**src/rtl/sram_ctrl_pkg.sv**
```systemverilog
// Shared types and sizing helpers for the SRAM transaction controller.
package sram_ctrl_pkg;

    typedef enum logic [2:0] {
        IDLE  = 3'd0,
        SHIFT = 3'd1,
        WRITE = 3'd2,
        READ  = 3'd3,
        DONE  = 3'd4
    } sram_ctrl_state_e;

    // Width of a counter that must reach max(cols, read_wait).
    function automatic int ctr_width(input int cols, input int read_wait);
        int m;
        m = (cols > read_wait) ? cols : read_wait;
        return $clog2(m + 1);
    endfunction

endpackage

```
**src/rtl/sram_ctrl_ser.sv**
```systemverilog
// MSB-first serialiser feeding the SRAM macro SIPO.
// bit_out comes straight from a flop, so it is a registered output; once
// the word has been shifted out the register holds zero, so bit_out idles low.
module sram_ctrl_ser
    import sram_ctrl_pkg::*;
#(
    parameter int COLS = 8
) (
    input  logic            clk,
    input  logic            rst,
    input  logic            load,
    input  logic [COLS-1:0] wdata,
    output logic            busy,
    output logic            bit_out,
    output logic            last
);

    localparam int CW = ctr_width(COLS, 1);
    localparam logic [CW-1:0] LAST_BIT = CW'(COLS - 1);

    logic [COLS-1:0] sreg_r;
    logic [CW-1:0]   cnt_r;
    logic            busy_r;

    // Load the word, then shift one bit per cycle until the last bit has been presented.
    always_ff @(posedge clk) begin
        if (rst) begin
            sreg_r <= '0;
            cnt_r  <= '0;
            busy_r <= 1'b0;
        end else if (load) begin
            sreg_r <= wdata;
            cnt_r  <= '0;
            busy_r <= 1'b1;
        end else if (busy_r) begin
            sreg_r <= sreg_r << 1;
            if (cnt_r == LAST_BIT) begin
                cnt_r  <= '0;
                busy_r <= 1'b0;
            end else begin
                cnt_r  <= cnt_r + {{(CW-1){1'b0}}, 1'b1};
            end
        end else begin
            sreg_r <= sreg_r;
            cnt_r  <= cnt_r;
            busy_r <= busy_r;
        end
    end

    assign busy    = busy_r;
    assign bit_out = sreg_r[COLS-1];
    assign last    = busy_r && (cnt_r == LAST_BIT);

endmodule

```
**src/rtl/sram_ctrl.sv**
```systemverilog
// Transaction controller in front of the mixed-signal SRAM macro.
// Accepts one read or write at a time, serialises write data, pulses
// w_en, times the sense window and returns a one-cycle response.
// Optional feature: define SRAM_CTRL_READBACK_EN to read every written
// word back and flag a mismatch in rsp_err.
module sram_ctrl
    import sram_ctrl_pkg::*;
#(
    parameter int ROWS      = 8,
    parameter int COLS      = 8,
    parameter int READ_WAIT = 2,
    localparam int AW       = (ROWS > 1) ? $clog2(ROWS) : 1
) (
    input  logic            clk,
    input  logic            rst,
    input  logic            req_valid,
    output logic            req_ready,
    input  logic            req_we,
    input  logic [AW-1:0]   req_addr,
    input  logic [COLS-1:0] req_wdata,
    output logic            rsp_valid,
    output logic [COLS-1:0] rsp_rdata,
    output logic            rsp_err,
    output logic            sram_serial_in,
    output logic            sram_shift,
    output logic            sram_w_en,
    output logic            sram_r_en,
    output logic [AW-1:0]   sram_addr,
    input  logic            sram_data_valid,
    input  logic [COLS-1:0] sram_data_out
);

    localparam int CW = ctr_width(COLS, READ_WAIT);
    localparam logic [CW-1:0] RD_LAST = CW'(READ_WAIT - 1);

    sram_ctrl_state_e state_r;
    sram_ctrl_state_e state_nx_s;

    logic [CW-1:0]   rd_cnt_r;
    logic            req_ready_r;
    logic            w_en_r;
    logic            r_en_r;
    logic            rsp_valid_r;
    logic            rsp_err_r;
    logic [AW-1:0]   addr_r;
    logic [COLS-1:0] rsp_rdata_r;

    logic accept_s;
    logic addr_bad_s;
    logic load_s;
    logic rd_last_s;
    logic rd_err_s;
    logic ser_busy_s;
    logic ser_bit_s;
    logic ser_last_s;

    assign accept_s  = req_valid && (state_r == IDLE);
    assign rd_last_s = (rd_cnt_r == RD_LAST);

    // Out-of-range rows can only exist when ROWS is not a power of two.
    generate
        if (ROWS == (1 << AW)) begin : g_addr_full
            assign addr_bad_s = 1'b0;
        end else begin : g_addr_chk
            assign addr_bad_s = ({1'b0, req_addr} >= (AW+1)'(ROWS));
        end
    endgenerate

`ifdef SRAM_CTRL_READBACK_EN
    logic [COLS-1:0] wdata_r;
    logic            we_r;

    // Keep the written word so the readback can be compared against it.
    always_ff @(posedge clk) begin
        if (rst) begin
            wdata_r <= '0;
            we_r    <= 1'b0;
        end else if (accept_s) begin
            wdata_r <= req_wdata;
            we_r    <= req_we;
        end else begin
            wdata_r <= wdata_r;
            we_r    <= we_r;
        end
    end

    assign rd_err_s = ~sram_data_valid | (we_r & (sram_data_out != wdata_r));
`else
    assign rd_err_s = ~sram_data_valid;
`endif

    // Next-state decode; a write only loads the serialiser for a valid row.
    always_comb begin
        state_nx_s = state_r;
        load_s     = 1'b0;
        case (state_r)
            IDLE: begin
                if (accept_s) begin
                    if (addr_bad_s) begin
                        state_nx_s = DONE;
                    end else if (req_we) begin
                        state_nx_s = SHIFT;
                        load_s     = 1'b1;
                    end else begin
                        state_nx_s = READ;
                    end
                end else begin
                    state_nx_s = IDLE;
                end
            end
            SHIFT: begin
                if (ser_last_s) begin
                    state_nx_s = WRITE;
                end else begin
                    state_nx_s = SHIFT;
                end
            end
            WRITE: begin
`ifdef SRAM_CTRL_READBACK_EN
                state_nx_s = READ;
`else
                state_nx_s = DONE;
`endif
            end
            READ: begin
                if (rd_last_s) begin
                    state_nx_s = DONE;
                end else begin
                    state_nx_s = READ;
                end
            end
            DONE:    state_nx_s = IDLE;
            default: state_nx_s = IDLE;
        endcase
    end

    // State register and strobes registered from the state being entered.
    always_ff @(posedge clk) begin
        if (rst) begin
            state_r     <= IDLE;
            req_ready_r <= 1'b1;
            w_en_r      <= 1'b0;
            r_en_r      <= 1'b0;
            rsp_valid_r <= 1'b0;
        end else begin
            state_r     <= state_nx_s;
            req_ready_r <= (state_nx_s == IDLE);
            w_en_r      <= (state_nx_s == WRITE);
            r_en_r      <= (state_nx_s == READ);
            rsp_valid_r <= (state_nx_s == DONE);
        end
    end

    // Row address is held for the whole transaction and parked at zero in IDLE.
    always_ff @(posedge clk) begin
        if (rst) begin
            addr_r <= '0;
        end else if (accept_s && !addr_bad_s) begin
            addr_r <= req_addr;
        end else if (state_nx_s == IDLE) begin
            addr_r <= '0;
        end else begin
            addr_r <= addr_r;
        end
    end

    // Sense-settle counter, running only while in READ.
    always_ff @(posedge clk) begin
        if (rst) begin
            rd_cnt_r <= '0;
        end else if ((state_r == READ) && !rd_last_s) begin
            rd_cnt_r <= rd_cnt_r + {{(CW-1){1'b0}}, 1'b1};
        end else begin
            rd_cnt_r <= '0;
        end
    end

    // Response payload: sampled at the end of the read window, cleared after DONE.
    always_ff @(posedge clk) begin
        if (rst) begin
            rsp_rdata_r <= '0;
            rsp_err_r   <= 1'b0;
        end else if ((state_r == READ) && rd_last_s) begin
            rsp_rdata_r <= sram_data_out;
            rsp_err_r   <= rd_err_s;
        end else if (accept_s && addr_bad_s) begin
            rsp_rdata_r <= '0;
            rsp_err_r   <= 1'b1;
        end else if (state_r == DONE) begin
            rsp_rdata_r <= '0;
            rsp_err_r   <= 1'b0;
        end else begin
            rsp_rdata_r <= rsp_rdata_r;
            rsp_err_r   <= rsp_err_r;
        end
    end

    sram_ctrl_ser #(
        .COLS (COLS)
    ) u_ser (
        .clk     (clk),
        .rst     (rst),
        .load    (load_s),
        .wdata   (req_wdata),
        .busy    (ser_busy_s),
        .bit_out (ser_bit_s),
        .last    (ser_last_s)
    );

    assign req_ready      = req_ready_r;
    assign rsp_valid      = rsp_valid_r;
    assign rsp_rdata      = rsp_rdata_r;
    assign rsp_err        = rsp_err_r;
    assign sram_serial_in = ser_bit_s;
    assign sram_shift     = ser_busy_s;
    assign sram_w_en      = w_en_r;
    assign sram_r_en      = r_en_r;
    assign sram_addr      = addr_r;

endmodule

```
**config.mk**
```make
export PLATFORM = sky130hd
export DESIGN_NAME = sram_ctrl
export DESIGN_NICKNAME = d
export VERILOG_FILES = /design/src/rtl/sram_ctrl_pkg.sv /design/src/rtl/sram_ctrl_ser.sv /design/src/rtl/sram_ctrl.sv
export SDC_FILE = /design/constraint.sdc
export NUM_CORES = 1
export LEC_CHECK = 0
export CAP_MARGIN = 10
export CORE_MARGIN = 1.5
export CORE_UTILIZATION = 41
export CTS_CLUSTER_DIAMETER = 120
export DETAILED_ROUTE_END_ITERATION = 6
export PLACE_DENSITY = 0.72
export SYNTH_ARGS = -nofsm -noshare
export SYNTH_HDL_FRONTEND = slang
export SYNTH_HIERARCHICAL = 1
export SYNTH_SLANG_ARGS = --single-unit
```
**constraint.sdc**
```tcl
create_clock -name clk -period 3.82 [get_ports clk]
set_clock_uncertainty 0.15 [all_clocks]
set_input_delay 1.146 -clock clk [delete_from_list [all_inputs] [get_ports clk]]
set_output_delay 1.146 -clock clk [all_outputs]
set_load 0.005 [all_outputs]
```
==> flow_metrics.py, run 1 <==
metrics = {
    "finish": {
        "syn_to_final_growth_pct": 31.7,
        "final_layout_size_suffix_gt1_share_pct": 8.25,
        "antenna_cells": 0,
        "final_area_um2": 1960,
        "nets": 221,
    },
    "grt": {
        "busiest_layer": "met2",
        "antenna_found_initial": 0,
        "grt.met2_usage_pct": 30.2,
        "grt_max_degree": 19,
        "grt_use_total_pct": 17.0,
        "grt_use_met3_pct": 4.46,
        "use_met1_pct": 18.9,
        "grt_pass1_vias": 1219,
        "grt_pass1_wl_mm": 5.39,
        "grt_remaining_overflow": 0,
    },
    "detailed_routing": {
        "dr.pass1.iters": 4,
        "vias": 1245,
        "route.detailed.drc": 0,
        "vias_per_cell": 5.19,
        "drtIter0Drc": 60,
        "ant_nets": 0,
        "wl_mm": 3.08,
        "avgRoutedWirePerCell_um": 12.9,
    },
    "place": {
        "gp_congestion": 0.707,
        "post-dp-hpwl_mm": 2.23,
        "place_area_um2": 1920,
        "port_buffers": 41,
    },
    "synthesis": {
        "muxShareOfSynthArea_pct": 5.96,
        "synthSimpleGateAreaFrac_pct": 21.7,
        "synthesis.nets": 181,
        "yosys_warnings": 6,
        "synthFlopType": "dfxtp_1",
        "synthXorXnorAreaFrac_pct": 2.35,
        "synth.most_common_cell": "dfxtp_1",
        "synthTopCellsByArea": "dfxtp_1 48%, a21oi_1 5.4%, a31o_1 5.3%, nand2_1 4.8%, nor4b_1 4.1%",
        "synth-edff-count": 0,
        "synth_area_um2": 1490,
        "synth-async-reset-ratio_pct": 0,
        "synthAdderAreaFrac_pct": 2.52,
        "synth_common_cells": "36 x dfxtp_1, 19 x nand2_1, 16 x a21oi_1",
        "seq_area_frac_synth_pct": 48.4,
        "ys_types": 36,
        "synth_area_leader_cell": "dfxtp_1",
        "synth_compound_area_share_pct": 14.5,
        "synth.ff_latch_count": 36,
        "synth_area_per_cell_um2": 9.68,
        "synth_top_family_by_area": "simple AND/OR/NAND/NOR gates",
        "yosys.area.top_type_share_pct": 48.4,
        "synthCells": 154,
    },
    "sta": {
        "holdWs_ns": 0.323,
        "rsz0062_at_grt": "false",
        "period_needed_ns": 2.93,
        "tns_ns": 0,
        "finalCritPeriodShare_pct": 76.6,
        "clock.fmax_mhz": 342,
        "relSlewSlack_pct": 55.0,
        "drv_slew": 0,
        "worstMarginPinSlew_ns": 0.676,
        "finalSetupViolCount": 0,
        "hold_viol": 0,
    },
    "setup_path": {
        "crit_arrival_ns": 1.63,
        "cp.required_ns": 2.52,
        "cpMaxStageDelayCell": "dfxtp_1",
        "crit_family": "flip-flops",
        "critPathMaxFanout": 15,
        "critPathLaunchType": "flop",
        "worstPathCellList": "clkdlybuf4s50_1",
        "criticalPathCategory": "reg2out",
        "critPathCaptureType": "primary output",
        "critPathMaxStageDelay_ns": 0.69,
        "critPathBufInv": 1,
    },
    "floorplanning": {
        "dieWidth_um": 63.3,
        "start_util_pct": 43.6,
        "dieArea_um2": 4000,
        "core_um2": 3420,
        "die_y_um": 63.3,
        "num_rows": 21,
        "ios": 42,
    },
    "clock_network": {
        "post_cts_buffers": 0,
        "clockBufferDepth": 2,
        "cts_tree": "yes",
        "clock_latency_ns": 0.33,
        "numCtsBuffers": 5,
        "cts_root_buffer": "clkbuf_4",
        "clk_pin_slew_ns": 0.10,
        "ctsHoldBuffers": 0,
        "ctsResizeCount": 0,
        "htree_levels": 2,
        "numClockSinks": 36,
    },
    "pwr": {
        "p_leak_nw": 0.694,
        "power_w": 0.000668,
        "power_density_nw_per_um2": 340,
        "ir_drop_v": 0.000207,
    },
    "flow_run": {
        "maxCapViolCount": 0,
    },
    "outcome": {
        "status": "complete, no violations",
    },
    "worst_hold_path": {
        "hp-class": "reg2reg",
    },
}
==> routing by layer <==
metal / vias up / routed length, µm / share of wire, %
met4: 0 / 66 / 2.1
met2: 29 / 1560 / 51
met3: 7 / 134 / 4.3
met1: 570 / 1320 / 43
li1: 639 / - / -
met5: - / 0 / 0
==> registers in the layout, indices dropped and copies added, names as in the netlist <==
name	cells
sram_addr	3
u_ser/busy	1
u_ser/cnt_r	4
u_ser/sreg_r	8
sram_w_en	1
rsp_rdata	8
sram_r_en	1
rsp_valid	1
rsp_err	1
req_ready	1
rd_cnt_r	4
state_r	3
==> worst paths after layout <==
kind               startpoint              end  slack (ns)  depth (start not counted)
setup reg to reg   state_r[0]  u_ser/sreg_r[6]        1.83                          7
hold reg to reg   rd_cnt_r[0]      rd_cnt_r[0]        0.32                          1
setup / recovery   u_ser/busy       sram_shift        0.89                          1
hold / removal    rd_cnt_r[0]      rd_cnt_r[0]        0.32                          1
==> metrics by stage <==
stage                     cells  setup slack, ns  util, %
after floorplan             154             1.49        -
after global placement      233            0.898     56.1
after detailed placement    233            0.817     56.1
after CTS                   240            0.872     57.4
after global routing        240            0.790     57.4
final                       240            0.893     57.4
==> report_power, final <==
part | internal [W] | total, W | switching (W)
clock | 0.0000677 | 0.000182 | 0.000115
combinational | 0.0000491 | 0.0000822 | 0.0000331
sequential | 0.000388 | 0.000403 | 0.0000151
total | 0.000505 | 0.000668 | 0.000163
==> placed cells by master (no fill, tap or decap), types with 2 or more instances in the layout <==
cell,count
a21oi_1,16
a31o_1,9
buf_4,2
clkbuf_4,5
clkdlybuf4s50_1,41
dfxtp_1,36
ha_1,3
inv_1,3
mux2_1,4
mux2_2,3
nand2_1,19
nand3_1,5
nand4_1,2
nor2_1,6
nor3_1,4
nor3b_1,3
nor4_1,2
nor4b_1,7
o21ai_0,3
o31ai_1,3
xor2_1,3
==> area by class of cell <==
cell class / instances / area (µm²)
clock inverters: 1 / 5.00
inverters: 3 / 11.3
clock buffers: 6 / 41.3
repair buffers: 43 / 425
flip-flops and latches: 36 / 721
well taps: 46 / 57.6
multi-input cells: 105 / 701
fillers: 309 / 1450
==> cells by family after synthesis <==
group / Yosys count
compound gates: 34
buf+inv: 13
flops: 36
xor+xnor: 4
fa+ha+maj: 3
simple gates: 56
mux: 8
Note: power is estimated with default switching activity, not from simulation.
==> run 2, diff against run 1 <==
--- a/config.mk
+++ b/config.mk
@@ -10,7 +10,7 @@
 export CORE_UTILIZATION = 41
 export CTS_CLUSTER_DIAMETER = 120
 export DETAILED_ROUTE_END_ITERATION = 6
-export PLACE_DENSITY = 0.72
+export PLACE_DENSITY = 0.75
 export SYNTH_ARGS = -nofsm -noshare
 export SYNTH_HDL_FRONTEND = slang
 export SYNTH_HIERARCHICAL = 1
==> constraint.sdc (replaced) <==
create_clock -name clk -period 2.55 [get_ports clk]
set_clock_uncertainty 0.15 [all_clocks]
set_input_delay 0.765 -clock clk [delete_from_list [all_inputs] [get_ports clk]]
set_output_delay 0.765 -clock clk [all_outputs]
set_load 0.005 [all_outputs]
==> run 2 against run 1 <==
Cell count up 2.1%. Sequential cell count unchanged. Die area unchanged. Final area up 2.2%. Global-route usage down 0.87 points. Largest cell class unchanged.
==> flow_metrics.py, run 2 (synthesis gave the netlist of run 1 again) <==
metrics = {
    "outcome": {
        "status": "complete, no violations",
    },
    "finish": {
        "register_area_um2": 721,
        "multi_input_area_um2": 701,
        "final_cell_mix": "41 x clkdlybuf4s50_1, 36 x dfxtp_1, 19 x nand2_1",
        "post-route-util_pct": 58.7,
        "final_area_um2": 2000,
        "antenna_cells": 0,
        "syn_to_final_growth_pct": 34.5,
        "final_common_cell": "clkdlybuf4s50_1",
        "final_layout_size_suffix_gt1_share_pct": 10.1,
        "fillers": 297,
        "nets": 225,
    },
    "clock_network": {
        "ctsHoldBuffers": 0,
        "ctsResizeCount": 0,
        "numCtsBuffers": 5,
        "post_cts_buffers": 0,
        "numClockSinks": 36,
        "clk_pin_slew_ns": 0.10,
        "clockBufferDepth": 2,
        "cts_tree": "yes",
        "cts_root_buffer": "clkbuf_4",
        "htree_levels": 2,
        "clock_latency_ns": 0.33,
    },
    "worst_hold_path": {
        "holdPathStages": 1,
        "hold_end": "rd_cnt_r[0]",
        "hp-start": "rd_cnt_r[0]",
        "hp-class": "reg2reg",
    },
    "setup_path": {
        "criticalPathCategory": "reg2out",
        "crit_family": "buffers and inverters",
        "regToRegStartpoint": "state_r[0]",
        "reg2regPathDepth": 7,
        "rr_endpoint": "u_ser/sreg_r[1]",
        "r2r_slack_ns": 0.55,
        "cp.required_ns": 1.64,
        "critPathCaptureType": "primary output",
        "worstPathCellList": "clkdlybuf4s50_1",
        "critPathMaxFanout": 2,
        "critPathBufInv": 1,
        "crit_arrival_ns": 1.18,
        "critPathMaxStageDelay_ns": 0.51,
        "cpMaxStageDelayCell": "clkdlybuf4s50_1",
        "critPathLaunchType": "flop",
    },
    "detailed_routing": {
        "route.detailed.drc": 0,
        "highest_layer": "met4",
        "vias": 1260,
        "wl_met2_mm": 1.50,
        "dr_wl_met3_um": 175,
        "vias_per_cell": 5.14,
        "dr.pass1.iters": 4,
        "ant_nets": 0,
        "avgRoutedWirePerCell_um": 12.4,
        "drtIter0Drc": 49,
        "wl_mm": 3.04,
        "wl_met1_mm": 1.32,
    },
    "pwr": {
        "ir_drop_v": 0.000371,
        "power_w": 0.00104,
        "p_leak_nw": 0.717,
        "power_density_nw_per_um2": 520,
    },
    "floorplanning": {
        "core_um2": 3420,
        "dieArea_um2": 4000,
        "ios": 42,
        "num_rows": 21,
        "die_y_um": 63.3,
        "dieWidth_um": 63.3,
        "start_util_pct": 43.6,
    },
    "grt": {
        "grt_pass1_wl_mm": 5.17,
        "antenna_found_initial": 0,
        "grt_use_total_pct": 16.2,
        "grt_remaining_overflow": 0,
        "grt_pass1_vias": 1192,
        "grt_max_degree": 16,
    },
    "sta": {
        "tns_ns": 0,
        "worstMarginPinSlew_ns": 0.674,
        "period_needed_ns": 2.10,
        "finalSetupViolCount": 0,
        "rsz0062_at_grt": "false",
        "drv_slew": 0,
        "hold_viol": 0,
        "finalCritPeriodShare_pct": 82.2,
        "layout_setup_ws_ns": 0.453,
        "clock.fmax_mhz": 477,
        "relSlewSlack_pct": 55.1,
    },
    "place": {
        "place_area_um2": 1950,
        "gp_congestion": 0.811,
        "place_ws_ns": 0.148,
        "port_buffers": 41,
        "post-dp-hpwl_mm": 2.27,
    },
    "flow_run": {
        "maxCapViolCount": 0,
    },
}
## run 2: final cells by class
| type | count | area share, % |
|---|---|---|
| multi-input combinational | 105 | 35.0 |
| timing repair buffer | 47 | 22.7 |
| clock buffer | 8 | 2.93 |
| inverter | 3 | 0.562 |
| tap | 46 | 2.87 |
| sequential | 36 | 36.0 |
## run 2: worst max-delay path by stage
stage | startpoint | to | cells past startpoint | slack [ns]
6_report | sram_addr[1] | sram_addr[1] | 1 | 0.45
5_1_grt | rst | rsp_rdata[3] | 3 | 0.33
4_1_cts | sram_addr[1] | sram_addr[1] | 1 | 0.42
3_5_place_dp | rst | rsp_rdata[3] | 3 | 0.15
3_3_place_gp | req_we | u_ser/cnt_r[0] | 5 | 0.20
2_1_floorplan | req_valid | u_ser/sreg_r[1] | 5 | 0.60
## run 2: per-layer routing
metal / up-vias / global-route usage (%)
li1: 642 / -
met1: 573 / 18.0
met2: 40 / 28.7
met3: 5 / 5.36
met4: 0 / 5.71
met5: - / 0
## run 2: report_power, final
group	total (W)	switching, W	leakage [nW]	internal, W
registers	0.000598	0.0000165	0.292	0.000581
clock network	0.000310	0.000174	0.0326	0.000136
logic	0.000134	0.0000564	0.392	0.0000776
total	0.00104	0.000247	0.717	0.000795
## run 2: through the flow
stage,hold WS (ns),std cells
6_report,0.326,245
5_1_grt,0.350,245
4_1_cts,0.333,245
3_5_place_dp,0.311,237
3_3_place_gp,0.291,237
2_1_floorplan,0.283,154
